File: config.mk
export PLATFORM = sky130hd
export DESIGN_NAME = fl_slr_rx_buffer
export DESIGN_NICKNAME = d
export VERILOG_FILES = /design/src/rtl/fl_slr_pkg.sv /design/src/rtl/fl_slr_rx_mem.sv /design/src/rtl/fl_slr_rx_buffer.sv
export SDC_FILE = /design/constraint.sdc
export NUM_CORES = 1
export LEC_CHECK = 0
export ABC_AREA = 0
export CAP_MARGIN = 15
export CORE_MARGIN = 3
export CORE_UTILIZATION = 54
export CTS_CLUSTER_DIAMETER = 80
export DETAILED_ROUTE_END_ITERATION = 6
export PLACE_DENSITY = 0.75
export RECOVER_POWER = 50
export SLEW_MARGIN = 20
export SYNTH_ARGS = -nofsm -noshare
export SYNTH_HDL_FRONTEND = slang
export SYNTH_HIERARCHICAL = 1
export SYNTH_SLANG_ARGS = --single-unit
File: constraint.sdc
create_clock -name CLK -period 6.47 [get_ports CLK]
set_input_delay 1.294 -clock CLK [delete_from_list [all_inputs] [get_ports CLK]]
set_output_delay 1.294 -clock CLK [all_outputs]
set_load 0.1 [all_outputs]
File: src/rtl/fl_slr_pkg.sv
// Shared types and helpers for the FrameLink SLR-crossing receive buffer.
//
// Contents:
//   FL_DATA_WIDTH / FL_DREM_WIDTH  default FrameLink data and REM widths
//   fl_word_t                      one buffered FrameLink word; the top packs
//                                  its ports in this same bit order
//   rdy_threshold()                free-space level at or above which the
//                                  buffer keeps offering ready to the crossing
package fl_slr_pkg;

    localparam int FL_DATA_WIDTH = 64;
    localparam int FL_DREM_WIDTH = 3;

    typedef struct packed {
        logic                     sof_n;
        logic                     eof_n;
        logic                     sop_n;
        logic                     eop_n;
        logic [FL_DREM_WIDTH-1:0] rem;
        logic [FL_DATA_WIDTH-1:0] data;
    } fl_word_t;

    // Once ready drops, the crossing can still deliver up to 2*latency+1
    // words: latency stages for ready to get back, latency stages of data
    // already on their way, plus the word launched in the turnaround cycle.
    // One extra slot is kept as margin.
    function automatic int rdy_threshold(input int latency);
        return 2 * latency + 2;
    endfunction

endpackage

File: src/rtl/fl_slr_rx_mem.sv
// Simple dual-port word store for the receive buffer.
//
// Ports:
//   clk, rst_n         clock; async active-low reset (read register only)
//   wr_en/addr/data    write port, one word per cycle
//   rd_en/addr         read request; data appears in rd_data after the edge
//   rd_data            registered read data, held while rd_en is low
//
// The array itself is never reset so it maps onto distributed RAM; only the
// read register is cleared. Reading the slot that is written in the same
// cycle returns the old contents.
module fl_slr_rx_mem #(
    parameter int WIDTH = 71,
    parameter int DEPTH = 8,
    parameter int AW    = $clog2(DEPTH)
) (
    input  logic             clk,
    input  logic             rst_n,
    input  logic             wr_en,
    input  logic [AW-1:0]    wr_addr,
    input  logic [WIDTH-1:0] wr_data,
    input  logic             rd_en,
    input  logic [AW-1:0]    rd_addr,
    output logic [WIDTH-1:0] rd_data
);

    logic [WIDTH-1:0] mem_q [DEPTH];
    logic [WIDTH-1:0] rd_data_d;
    logic [WIDTH-1:0] rd_data_q;

    always_ff @(posedge clk) begin
        if (wr_en) begin
            mem_q[wr_addr] <= wr_data;
        end
    end

    always_comb begin
        rd_data_d = rd_data_q;
        if (rd_en) begin
            rd_data_d = mem_q[rd_addr];
        end
    end

    always_ff @(posedge clk or negedge rst_n) begin
        if (!rst_n) begin
            rd_data_q <= '0;
        end else begin
            rd_data_q <= rd_data_d;
        end
    end

    assign rd_data = rd_data_q;

endmodule

File: src/rtl/fl_slr_rx_buffer.sv
// Receive-side elastic buffer placed after a FrameLink SLR crossing.
//
// Ports:
//   CLK, RESET_N               clock; asynchronous active-low reset
//   RX_*                       FrameLink words arriving from the crossing
//   RX_DST_RDY_N               registered ready returned to the crossing
//   TX_*                       re-emitted FrameLink stream
//   OVERFLOW                   sticky: a word arrived while the buffer was full
//
// Handshake: an RX word is taken whenever RX_SRC_RDY_N=0, whatever
// RX_DST_RDY_N shows (ready is a credit hint for the far side of the
// crossing). A TX word moves when TX_SRC_RDY_N=0 and TX_DST_RDY_N=0 at the
// same rising edge; while not taken, every TX_* output holds.
//
// Datapath: memory -> registered read stage -> optional output register.
// count tracks words in memory only; words sitting in the read stage or the
// output register have already left the credit pool.
module fl_slr_rx_buffer
    import fl_slr_pkg::*;
#(
    parameter int DATA_WIDTH = FL_DATA_WIDTH,
    parameter int DREM_WIDTH = FL_DREM_WIDTH,
    parameter int LATENCY    = 2,
    parameter int DEPTH      = 8,
    parameter int USE_OUTREG = 1
) (
    input  logic                  CLK,
    input  logic                  RESET_N,
    input  logic [DATA_WIDTH-1:0] RX_DATA,
    input  logic [DREM_WIDTH-1:0] RX_REM,
    input  logic                  RX_SOF_N,
    input  logic                  RX_EOF_N,
    input  logic                  RX_SOP_N,
    input  logic                  RX_EOP_N,
    input  logic                  RX_SRC_RDY_N,
    output logic                  RX_DST_RDY_N,
    output logic [DATA_WIDTH-1:0] TX_DATA,
    output logic [DREM_WIDTH-1:0] TX_REM,
    output logic                  TX_SOF_N,
    output logic                  TX_EOF_N,
    output logic                  TX_SOP_N,
    output logic                  TX_EOP_N,
    output logic                  TX_SRC_RDY_N,
    input  logic                  TX_DST_RDY_N,
    output logic                  OVERFLOW
);

    localparam int WORD_W = DATA_WIDTH + DREM_WIDTH + 4;
    localparam int AW     = $clog2(DEPTH);
    localparam int CW     = $clog2(DEPTH + 1);
    localparam logic [CW-1:0] DEPTH_C  = CW'(DEPTH);
    localparam logic [CW-1:0] THRESH_C = CW'(rdy_threshold(LATENCY));

    logic [WORD_W-1:0] rx_word;
    logic [WORD_W-1:0] rd_word;
    logic [WORD_W-1:0] tx_word;
    logic              tx_vld;

    logic [AW-1:0]     wr_ptr_q, wr_ptr_d;
    logic [AW-1:0]     rd_ptr_q, rd_ptr_d;
    logic [CW-1:0]     count_q, count_d;
    logic              rx_dst_rdy_n_q, rx_dst_rdy_n_d;
    logic              overflow_q, overflow_d;
    logic              rd_vld_q, rd_vld_d;
    logic              out_vld_q, out_vld_d;
    logic [WORD_W-1:0] out_word_q, out_word_d;

    logic              tx_take;
    logic              out_load;
    logic              rd_free;
    logic              mem_rd;
    logic              wr_ok;

    assign rx_word = {RX_SOF_N, RX_EOF_N, RX_SOP_N, RX_EOP_N, RX_REM, RX_DATA};

    fl_slr_rx_mem #(
        .WIDTH (WORD_W),
        .DEPTH (DEPTH),
        .AW    (AW)
    ) u_mem (
        .clk     (CLK),
        .rst_n   (RESET_N),
        .wr_en   (wr_ok),
        .wr_addr (wr_ptr_q),
        .wr_data (rx_word),
        .rd_en   (mem_rd),
        .rd_addr (rd_ptr_q),
        .rd_data (rd_word)
    );

    assign tx_word = (USE_OUTREG != 0) ? out_word_q : rd_word;
    assign tx_vld  = (USE_OUTREG != 0) ? out_vld_q  : rd_vld_q;

    always_comb begin
        tx_take        = tx_vld & ~TX_DST_RDY_N;
        out_load       = 1'b0;
        rd_free        = 1'b0;
        mem_rd         = 1'b0;
        wr_ok          = 1'b0;
        wr_ptr_d       = wr_ptr_q;
        rd_ptr_d       = rd_ptr_q;
        count_d        = count_q;
        rx_dst_rdy_n_d = rx_dst_rdy_n_q;
        overflow_d     = overflow_q;
        rd_vld_d       = rd_vld_q;
        out_vld_d      = out_vld_q;
        out_word_d     = out_word_q;

        // The read stage may refill when it is empty or its word leaves this
        // cycle; with the output register that lets the pair act as a skid
        // and keep one word per cycle flowing across a stall release.
        if (USE_OUTREG != 0) begin
            out_load = rd_vld_q & (~out_vld_q | tx_take);
            rd_free  = ~rd_vld_q | out_load;
        end else begin
            rd_free  = ~rd_vld_q | tx_take;
        end

        mem_rd = (count_q != '0) & rd_free;
        // Full is judged from count; a read in the same cycle frees a slot.
        wr_ok  = ~RX_SRC_RDY_N & ((count_q != DEPTH_C) | mem_rd);

        wr_ptr_d = wr_ptr_q + AW'(wr_ok);
        rd_ptr_d = rd_ptr_q + AW'(mem_rd);
        count_d  = count_q + CW'(wr_ok) - CW'(mem_rd);

        rx_dst_rdy_n_d = ((DEPTH_C - count_d) < THRESH_C);
        overflow_d     = overflow_q | (~RX_SRC_RDY_N & ~wr_ok);

        if (mem_rd) begin
            rd_vld_d = 1'b1;
        end else if ((USE_OUTREG != 0) ? out_load : tx_take) begin
            rd_vld_d = 1'b0;
        end

        if (out_load) begin
            out_vld_d  = 1'b1;
            out_word_d = rd_word;
        end else if (tx_take) begin
            out_vld_d  = 1'b0;
        end
    end

    always_ff @(posedge CLK or negedge RESET_N) begin
        if (!RESET_N) begin
            wr_ptr_q       <= '0;
            rd_ptr_q       <= '0;
            count_q        <= '0;
            rx_dst_rdy_n_q <= 1'b1;
            overflow_q     <= 1'b0;
            rd_vld_q       <= 1'b0;
            out_vld_q      <= 1'b0;
            out_word_q     <= '0;
        end else begin
            wr_ptr_q       <= wr_ptr_d;
            rd_ptr_q       <= rd_ptr_d;
            count_q        <= count_d;
            rx_dst_rdy_n_q <= rx_dst_rdy_n_d;
            overflow_q     <= overflow_d;
            rd_vld_q       <= rd_vld_d;
            out_vld_q      <= out_vld_d;
            out_word_q     <= out_word_d;
        end
    end

    assign {TX_SOF_N, TX_EOF_N, TX_SOP_N, TX_EOP_N, TX_REM, TX_DATA} = tx_word;
    assign TX_SRC_RDY_N = ~tx_vld;
    assign RX_DST_RDY_N = rx_dst_rdy_n_q;
    assign OVERFLOW     = overflow_q;

endmodule

Yosys cells after proc, flatten, opt, wreduce, memory -nomap -nowiden
Memory sizes are Yosys's and may differ from the RTL's. A register that Yosys moved wholly into a read port is not among the register bits. Index checks and enable logic that the tools add are counted. W data, S select, Z words.

Memories kept: 1. Input port bits: 75. RAM bits: 568. Bits in registers: 85.

Memories: u_mem.mem_q (words 8, bits a word 71, read ports 1, clocked after memory_dff 1, wr ports 1, line fl_slr_rx_mem.sv:27) `logic [WIDTH-1:0] mem_q [DEPTH];`.

Add/subtract/negate cells: 5. Bitwise logic cells: 14. $lt $le $gt $ge: 1. Mux-type cells: 6. Equal/unequal tests: 1. Reduce and logical (&&, ||, !) cells: 4.

Operators by type and width (count): $add A3 B1 Y3 (2); $mux W1 (6); $and A1 B1 Y1 (5); $not A1 Y1 (5); $add A4 B1 Y4 (1); $lt A4 B3 Y1 const B (1); $ne A4 B4 Y1 const B (1); $or A1 B1 Y1 (4); $reduce_bool A2 Y1 (2); $reduce_bool A4 Y1 (1); $sub A4 B1 Y4 (1); $sub A4 B4 Y4 const A (1); $logic_not A1 Y1 (1).

Logic depth before layout (Yosys ltp)
Gate-level depths: netlist of the first run.

Word-level depth: 12. Depth in mapped cells: 13. Depth with buffers taken out: 13.

Cells and area by module
Netlist of the first run, hierarchy kept.

Modules (own cells, without submodules): fl_slr_rx_mem (area an instance 24727.5 sq um, instances 1, cells each 1387, seq. area each 18833.1 sq um); fl_slr_rx_buffer (area an instance 3367.0 sq um, instances 1, cells each 204, seq. area each 2128.3 sq um).

Worst setup path after synthesis of the first run
No wires, ideal clock.

Path kind: input to register. From: in TX_DST_RDY_N. To: mem u_mem.mem_q[0][0], enable pin. Arrival: 6732 ps. Required time: 5883 ps. Cell stages on the path: 6. Setup slack: -849 ps. Path buffers: 0. Path through: and3_1 > o211ai_1 > nand2b_1 > inv_1 > nand2b_1 > nor3_1.

Longest elaborated chain between the ends: 10.

RTL lines: from (decl) (line fl_slr_rx_buffer.sv:44) `input logic TX_DST_RDY_N,`; $not A1 Y1 (line fl_slr_rx_buffer.sv:95) `tx_take = tx_vld & ~TX_DST_RDY_N;`; $and A1 B1 Y1 (line fl_slr_rx_buffer.sv:95); $or A1 B1 Y1 (line fl_slr_rx_buffer.sv:113) `out_load = rd_vld_q & (~out_vld_q | tx_take);`; $and A1 B1 Y1 (line fl_slr_rx_buffer.sv:113); $or A1 B1 Y1 (line fl_slr_rx_buffer.sv:114) `rd_free = ~rd_vld_q | out_load;`; $and A1 B1 Y1 (line fl_slr_rx_buffer.sv:119) `mem_rd = (count_q != '0) & rd_free;`; $or A1 B1 Y1 (line fl_slr_rx_buffer.sv:121) `wr_ok = ~RX_SRC_RDY_N & ((count_q != DEPTH_C) | mem_rd);`; $and A1 B1 Y1 (line fl_slr_rx_buffer.sv:121); net wr_ok (line fl_slr_rx_buffer.sv:72) `logic wr_ok;`; $mux W1 (line fl_slr_rx_mem.sv:32) `if (wr_en) begin`; $mux W1 (not written as such) (line fl_slr_rx_mem.sv:33) `mem_q[wr_addr] <= wr_data;`; to (decl) (line fl_slr_rx_mem.sv:27).

The timed path passes the listed nets, and every way through them passes these cells.

==> results of run 1 <==
area by class of cell:
class / count / area share (%)
flip-flops and latches: 724 / 64.4
multi-input cells: 757 / 20.1
clock buffers: 91 / 5.78
repair buffers: 173 / 5.41
well taps: 672 / 2.58
clock inverters: 38 / 1.56
inverters: 10 / 0.115
diodes: 7 / 0.0538
worst max-delay path by stage:
stage / startpoint / endpoint / depth (start not counted)
4_1_cts: TX_DST_RDY_N / u_mem/mem_q[1][16]$_DFFE_PP_ / 8
3_5_place_dp: TX_DST_RDY_N / u_mem/mem_q[1][28]$_DFFE_PP_ / 8
6_report: RESET_N / out_word_q[55]$_DFFE_PN0P_ / 2
3_3_place_gp: TX_DST_RDY_N / u_mem/mem_q[1][27]$_DFFE_PP_ / 8
5_1_grt: RESET_N / out_word_q[55]$_DFFE_PN0P_ / 2
2_1_floorplan: TX_DST_RDY_N / u_mem/mem_q[2][0]$_DFFE_PP_ / 6
cell families after synthesis:
kind of cell / after synthesis / share of synthesized area [%]
flops: 724 / 74.6
fa+ha+maj: 12 / 0.561
compound gates: 221 / 6.89
xor+xnor: 6 / 0.236
simple gates: 234 / 4.81
mux: 284 / 10.4
buf+inv: 110 / 2.46
cells in the final DEF (no fill, tap or decap), drive strengths merged, types with 3 or more instances in the layout:
cell type      Yosys  routed
nand3             71      71
mux2              71      71
edfxtp           568     568
buf               55      23
clkdlybuf4s50      0      75
ha                11      11
nor3               3       3
clkinv             0      21
bufinv             0      10
diode              0       7
clkbuf            45      94
nand2b             5       5
mux2i            213     213
xor2               3       3
nor2               8       8
nor2b            142     142
a41o              71      71
dfrtp            155     155
a22oi             71      71
dlygate4sd3        0      72
a211o             71      71
inv               10      15
power by group through the flow:
stage	logic (W)	clock network [W]	registers, W
detailed placement	0.00591	0	0.00682
floorplan	0.00300	0	0.00820
finish	0.00598	0.00418	0.00667
CTS	0.00594	0.00426	0.00674
global placement	0.00576	0	0.00678
global route	0.00633	0.00444	0.00675
metrics by stage:
stage	power [W]	worst slack, ns	cells
6_report	0.0168	2.44	2472
5_1_grt	0.0175	1.80	2469
4_1_cts	0.0169	2.62	2464
3_5_place_dp	0.0127	1.98	2335
3_3_place_gp	0.0125	2.04	2334
2_1_floorplan	0.0112	1.06	1591
metal layers:
layer	track usage [%]	vias up	share of wire, %
li1	-	6534	-
met1	28.9	7533	42
met2	35.7	457	50
met3	3.91	103	5.7
met4	7.54	6	2.4
met5	0	-	0.062
sequential cells by signal, summed over array words and instances (netlist names):
signal / flops
out_vld_q: 1
u_mem/rd_data: 71
rd_ptr_q: 3
u_mem/mem_q: 568
wr_ptr_q: 3
rd_vld_q: 1
count_q: 4
out_word_q: 71
OVERFLOW: 1
RX_DST_RDY_N: 1
worst register-to-register path, cell delays in order, from the launching register on:
cell,delay (ns)
dfrtp_1,0.33
inv_1,0.07
ha_1,0.26
o211ai_1,0.26
nand2b_1,0.17
inv_1,0.13
nand2b_1,0.26
nor2_4,0.81
buf_4,0.52
==> results.cfg, run 1 <==
[synthesis]
syn_avg_cell_area_um2 = 17.7
synth.area.top_cells = edfxtp_1 (61%), dfrtp_1 (14%), mux2i_1 (7.6%), nor2b_1 (3.2%), mux2_2 (2.6%)
seq_area_frac_synth_pct = 74.6
syn_inst = 1591
yosys.area.top_type = edfxtp_1
yosys_warnings = 6
synthArstFlopShare_pct = 21.5
synth_common_cells = edfxtp_1 (568), mux2i_1 (213), dfrtp_1 (155)
syn-cell-area_um2 = 28100
synth_ff_type = edfxtp_1
synth-edff-count = 568
ys_types = 39
synth_seq_cells = 724
netlist.area_leader.share_pct = 60.7
syn-num-nets = 1678
yosysMostFrequentCell = edfxtp_1

[setup_path]
crit_arrival_ns = 4.12
crit_slowest_cell = clkbuf_1
r2r-start = count_q[2]$_DFF_PN0_
critPathBufInv = 2
worstPathRequired_ns = 6.56
cpPeakStageDelay_ns = 2.05
cp-start-kind = input pin
rrSetupSlack_ns = 3.29
end_kind = async pin
cp_top_family = buffers and inverters
rr_worst_depth = 8
path_class = input pin to async pin
r2r-end = u_mem/mem_q[1][31]$_DFFE_PP_
path_cells = buf_6 -> clkbuf_1
critPathMaxFanout = 83

[pwr]
p_sw_share_pct = 37.3
netSwitchingPower_w = 0.00627
ir_worst_vdd_uv = 384
p_int_w = 0.0106
combPwrFrac_pct = 35.5
power_frac_clock_pct = 24.8
power.leakage_nw = 12.0
seqPwrFrac_pct = 39.6
p_per_area_nw_per_um2 = 517

[final_layout]
multi_input_area_um2 = 6540
nets = 1823
fillers = 3432
final_core_util_pct = 64.1
area_delta_synth_final_pct = 15.9
drive_gt1_share_pct = 11.9
design_area_um2 = 32600
regArea_um2 = 21000

[global_route]
grt_pass1_vias = 15300
grt.total_usage_pct = 21.5
grt_max_degree = 174
grt_pass1_wl_um = 89600
antenna_found_initial = 9
overflow = 0

[timing]
period_minus_slack_ns = 4.03
finClkSkew_ns = 0.0296
slew_violations = 124
hold_slack_ns = 0.492
max_freq_mhz = 248
setup_viol = 0
tightest_slew_ns = 2.80
relSlewSlack_pct = -86.6
timing.final.crit_share_pct = 62.3
hold_violations = 0
setup_tns_ns = 0
rsz0062_at_grt = no

[cts]
clk_path_buf_depth = 3
cts_tree = built
cts_buffers = 70
post_cts.repair.setup_buffers = 0
cts_max_level = 3
postCtsResizedCells = 0
clock_latency_ns = 0.62
postCtsHoldBufs = 0
clock-sinks = 724
cts_root_buffer = clkbuf_16
path_clk_slew_ns = 0.06

[floorplanning]
initial_utilization_pct = 55.3
die_y_um = 234
fp.dieArea_um2 = 54800
core_area_um2 = 50800
ios = 149
chipWidth_um = 234
rows = 82

[min_path]
worstHoldEndpoint = out_word_q[35]$_DFFE_PN0P_
min_path_type = register to register
min_path_cells = 1
min_from = out_word_q[35]$_DFFE_PN0P_

[placement]
place_hpwl_um = 32300
portBuffers = 148
placed_area_um2 = 30100
routabilityCongestion = 0.750

[status]
status = finished, violations left
violations = max-capacitance violations, max-slew violations

[detailed_routing]
avgRoutedWirePerCell_um = 23.6
drt_wl_total_um = 58300
firstDrtPassIters = 5
post_drt_via_cell_ratio = 5.92
ant_nets = 0
post-route-drc-count = 0
vias = 14600
drtIter0Drc = 1198

[run]
maxCapViolations = 2
Power figures use the tool's default switching activity.
==> run 2, diff against run 1 <==
Settings changed: CORE_UTILIZATION 54 to 60, PLACE_DENSITY 0.75 to 0.79.
Clock period 6.47 ns to 4 ns, I/O delays scaled along.
==> results.cfg, run 2 (synthesis gave the netlist of run 1 again) <==
[status]
status = finished, violations left
violations = max-capacitance violations, max-slew violations

[cts]
cts_buffers = 71
cts_root_buffer = clkbuf_16
cts_tree = built
cts_max_level = 3
post_cts.repair.setup_buffers = 0
postCtsResizedCells = 0
path_clk_slew_ns = 0.06
postCtsHoldBufs = 0
clk_path_buf_depth = 3
clock-sinks = 724
clock_latency_ns = 0.58

[final_layout]
top_register = u_mem/mem_q
final_common_cell = edfxtp_1
fillers = 2707
regArea_um2 = 21000
nets = 1837
drive_gt1_share_pct = 12.3
final_cell_mix = edfxtp_1 (568), mux2i_1 (213), dfrtp_1 (152), nor2b_1 (141), clkbuf_16 (77)
multi_input_area_um2 = 6540
design_area_um2 = 32700
largest_reg_flops = 568
final_core_util_pct = 71.4
area_delta_synth_final_pct = 16.4

[timing]
relSlewSlack_pct = -42.0
rsz0062_at_grt = no
hold_slack_ns = 0.204
hold_violations = 0
max_freq_mhz = 310
timing.final.crit_share_pct = 80.5
tightest_slew_ns = 2.13
slew_violations = 168
fin_ws_ns = 0.779
period_minus_slack_ns = 3.22
finClkSkew_ns = 0.0247
setup_viol = 0

[setup_path]
path_class = input pin to register
crit_arrival_ns = 3.72
critPathMaxFanout = 3
cp-start-kind = input pin
worstPathRequired_ns = 4.49
end_kind = register

[placement]
portBuffers = 148
place_hpwl_um = 30000
routabilityCongestion = 0.755
placed_area_um2 = 30400
preCtsSetupSlack_ns = 0.290

[global_route]
grt.total_usage_pct = 22.8
grt_pass1_wl_um = 88000
grt_max_degree = 144
grt_pass1_vias = 15200
antenna_found_initial = 7
overflow = 0

[detailed_routing]
post_drt_via_cell_ratio = 6.10
avgRoutedWirePerCell_um = 23.4
drtIter0Drc = 1341
post-route-drc-count = 0
firstDrtPassIters = 5
ant_nets = 0
drt_wl_total_um = 56400
vias = 14700

[floorplanning]
initial_utilization_pct = 61.4
die_y_um = 222
core_area_um2 = 45800
rows = 78
fp.dieArea_um2 = 49500
chipWidth_um = 222
ios = 149

[pwr]
ir_worst_vdd_uv = 732
p_per_area_nw_per_um2 = 829
power.leakage_nw = 12.0
finalPower_w = 0.0271

[run]
maxCapViolations = 3

[min_path]
min_path_type = input pin to async pin
run 2: path summary, 6_finish.rpt:
path | depth (start not counted) | end | startpoint | slack, ns
min in group CLK | 1 | wr_ptr_q[2]$_DFF_PN0_ | wr_ptr_q[2]$_DFF_PN0_ | 0.48
hold reg to reg | 1 | wr_ptr_q[2]$_DFF_PN0_ | wr_ptr_q[2]$_DFF_PN0_ | 0.48
setup / recovery | 13 | RX_DST_RDY_N$_DFF_PN1_ | TX_DST_RDY_N | 0.78
max in group asynchronous | 2 | rd_ptr_q[0]$_DFF_PN0_ | RESET_N | 1.40
setup reg to reg | 12 | RX_DST_RDY_N$_DFF_PN1_ | out_vld_q$_DFFE_PN0P_ | 1.15
hold / removal | 1 | out_word_q[49]$_DFFE_PN0P_ | RESET_N | 0.20
run 2: worst max-delay path, stage by stage:
cell and delay, ns:
dlygate4sd3_1 0.60, and3_1 0.22, o211ai_1 0.23, nand2b_1 0.11, ha_1 0.30, inv_1 0.06
ha_1 0.16, inv_1 0.06, fa_1 0.51, inv_1 0.06, nor3_1 0.22, xnor3_1 0.24
a21boi_0 0.14
run 2: cell type report:
cell class,count,area share (%)
Multi-Input combinational cell,757,20.0
Inverter,10,0.115
Clock buffer,115,6.67
Sequential cell,724,64.2
Timing Repair Buffer,186,6.26
Clock inverter,16,0.452
Antenna cell,5,0.0383
Tap cell,600,2.30
run 2: per-stage QoR:
step	TNS, ns	cells
after CTS	0	2408
after global placement	0	2277
after global routing	0	2411
after floorplan	-480.88	1591
final	0	2413
after detailed placement	0	2277
run 2: report_power, final:
group / internal [W] / switching, W / total [W]
Clock: 0.00388 / 0.00268 / 0.00655
Combinational: 0.00329 / 0.00644 / 0.00973
Sequential: 0.00988 / 0.000936 / 0.0108
run 2: per-layer routing:
layer	up-vias	GRT usage (%)	routed length, µm
li1	6556	-	-
met1	7520	32.6	23700
met2	534	36.4	28000
met3	95	4.29	3600
met4	4	7.10	998
met5	-	0	21
==> run 3, diff against run 2 <==
Clock period 4 ns to 3.3 ns, I/O delays scaled along.
==> results.cfg, run 3 (synthesis gave the netlist of run 1 again) <==
[final_layout]
top_register = u_mem/mem_q
fillers = 2748
regArea_um2 = 21000
largest_reg_flops = 568
nets = 1844
final_common_cell = edfxtp_1
final_cell_mix = edfxtp_1 (568), mux2i_1 (213), dfrtp_1 (152), nor2b_1 (141), buf_4 (83)
design_area_um2 = 32500
drive_gt1_share_pct = 16.3
area_delta_synth_final_pct = 15.7
multi_input_area_um2 = 6540

[cts]
cts_max_level = 3
postCtsResizedCells = 0
clock_latency_ns = 0.60
cts_root_buffer = clkbuf_16
post_cts.repair.setup_buffers = 0
clk_path_buf_depth = 3
clock-sinks = 724
path_clk_slew_ns = 0.06
cts_tree = built
cts_buffers = 71
postCtsHoldBufs = 0

[floorplanning]
initial_utilization_pct = 61.4
ios = 149
fp.dieArea_um2 = 49500
rows = 78
chipWidth_um = 222
core_area_um2 = 45800
die_y_um = 222

[status]
status = finished, violations left
violations = max-capacitance violations, max-slew violations

[setup_path]
critPathBufInv = 3
worstPathRequired_ns = 3.75
endpoint = out_word_q[43]$_DFFE_PN0P_
rrSetupSlack_ns = 0.45
r2r-end = RX_DST_RDY_N$_DFF_PN1_
critPathMaxFanout = 71
end_kind = register
crit_slowest_cell = buf_2
cp_num_cells = 5
r2r-start = count_q[2]$_DFF_PN0_
path_class = input pin to register
path_cells = dlygate4sd3_1 -> clkbuf_1 -> a21boi_4 -> buf_2 -> mux2_2
cp-startpoint = TX_DST_RDY_N
cp-start-kind = input pin
cpPeakStageDelay_ns = 1.40
crit_arrival_ns = 3.40
cp_top_family = buffers and inverters
rr_worst_depth = 13

[timing]
timing.final.crit_share_pct = 89.4
relSlewSlack_pct = -65.1
hold_violations = 0
finClkSkew_ns = 0.0266
fin_ws_ns = 0.350
tightest_slew_ns = 2.48
setup_tns_ns = 0
slew_violations = 152
max_freq_mhz = 339
rsz0062_at_grt = no
setup_viol = 0
period_minus_slack_ns = 2.95

[detailed_routing]
firstDrtPassIters = 5
drtIter0Drc = 1250
avgRoutedWirePerCell_um = 24.4
vias = 15100
post_drt_via_cell_ratio = 6.25
post-route-drc-count = 0
drt_wl_total_um = 59100
ant_nets = 0

[placement]
place_hpwl_um = 31100
portBuffers = 148
placed_area_um2 = 30300
routabilityCongestion = 0.761
preCtsSetupSlack_ns = -0.0850

[min_path]
min_path_cells = 1
min_from = u_mem/rd_data[38]$_DFFE_PN0P_
min_path_type = register to register

[global_route]
grt_pass1_wl_um = 91000
grt.total_usage_pct = 23.8
antenna_found_initial = 12
overflow = 0
grt_pass1_vias = 15700
grt_max_degree = 144

[pwr]
ir_worst_vdd_uv = 768
p_per_area_nw_per_um2 = 1010
power.leakage_nw = 12.1

[run]
maxCapViolations = 2
[run 3: per-stage QoR]
step                hold WS [ns]  util [%]  total power (W)  instances
finish                     0.490      71.0           0.0328       2419
global route               0.502      71.0           0.0341       2417
CTS                        0.185      71.0           0.0330       2412
detailed placement         0.478      66.2           0.0251       2283
global placement           0.458      66.2           0.0248       2283
floorplan                  0.364         -           0.0219       1591
[run 3: worst register-to-register path: stages (launching register included)]
cell	delay (ns)
dfrtp_1	0.32
inv_1	0.06
ha_1	0.27
o211ai_1	0.24
nand2b_1	0.10
ha_1	0.30
inv_1	0.08
ha_1	0.17
inv_1	0.06
fa_1	0.51
inv_1	0.07
nor3_1	0.22
xnor3_1	0.24
a21boi_0	0.13
[run 3: report_power, final]
group	total (W)	leakage, nW	switching (W)	internal [W]
registers	0.0131	7.01	0.00112	0.0120
clock network	0.00778	1.09	0.00327	0.00451
logic	0.0120	4.00	0.00800	0.00397
[run 3: how the worst min path moves through the flow]
stage          slack, ns                          to
3_5_place_dp        0.48       out_vld_q$_DFFE_PN0P_
5_1_grt             0.50  out_word_q[38]$_DFFE_PN0P_
2_1_floorplan       0.36          OVERFLOW$_DFF_PN0_
4_1_cts             0.19  out_word_q[48]$_DFFE_PN0P_
6_report            0.49  out_word_q[38]$_DFFE_PN0P_
3_3_place_gp        0.46       out_vld_q$_DFFE_PN0P_
[run 3: routing by layer]
layer	vias up	track usage, %	wire, µm
met2	635	39.9	29800
met5	-	0	56
li1	6573	-	-
met3	123	4.43	4330
met1	7780	31.5	23300
met4	10	8.68	1530
[run 3: area by class of cell]
cell class,count,share of cell area [%]
Tap cell,600,2.31
Clock buffer,99,6.07
Timing Repair Buffer,193,6.02
Clock inverter,30,0.808
Antenna cell,6,0.0462
Sequential cell,724,64.5
Multi-Input combinational cell,757,20.1
Inverter,10,0.115
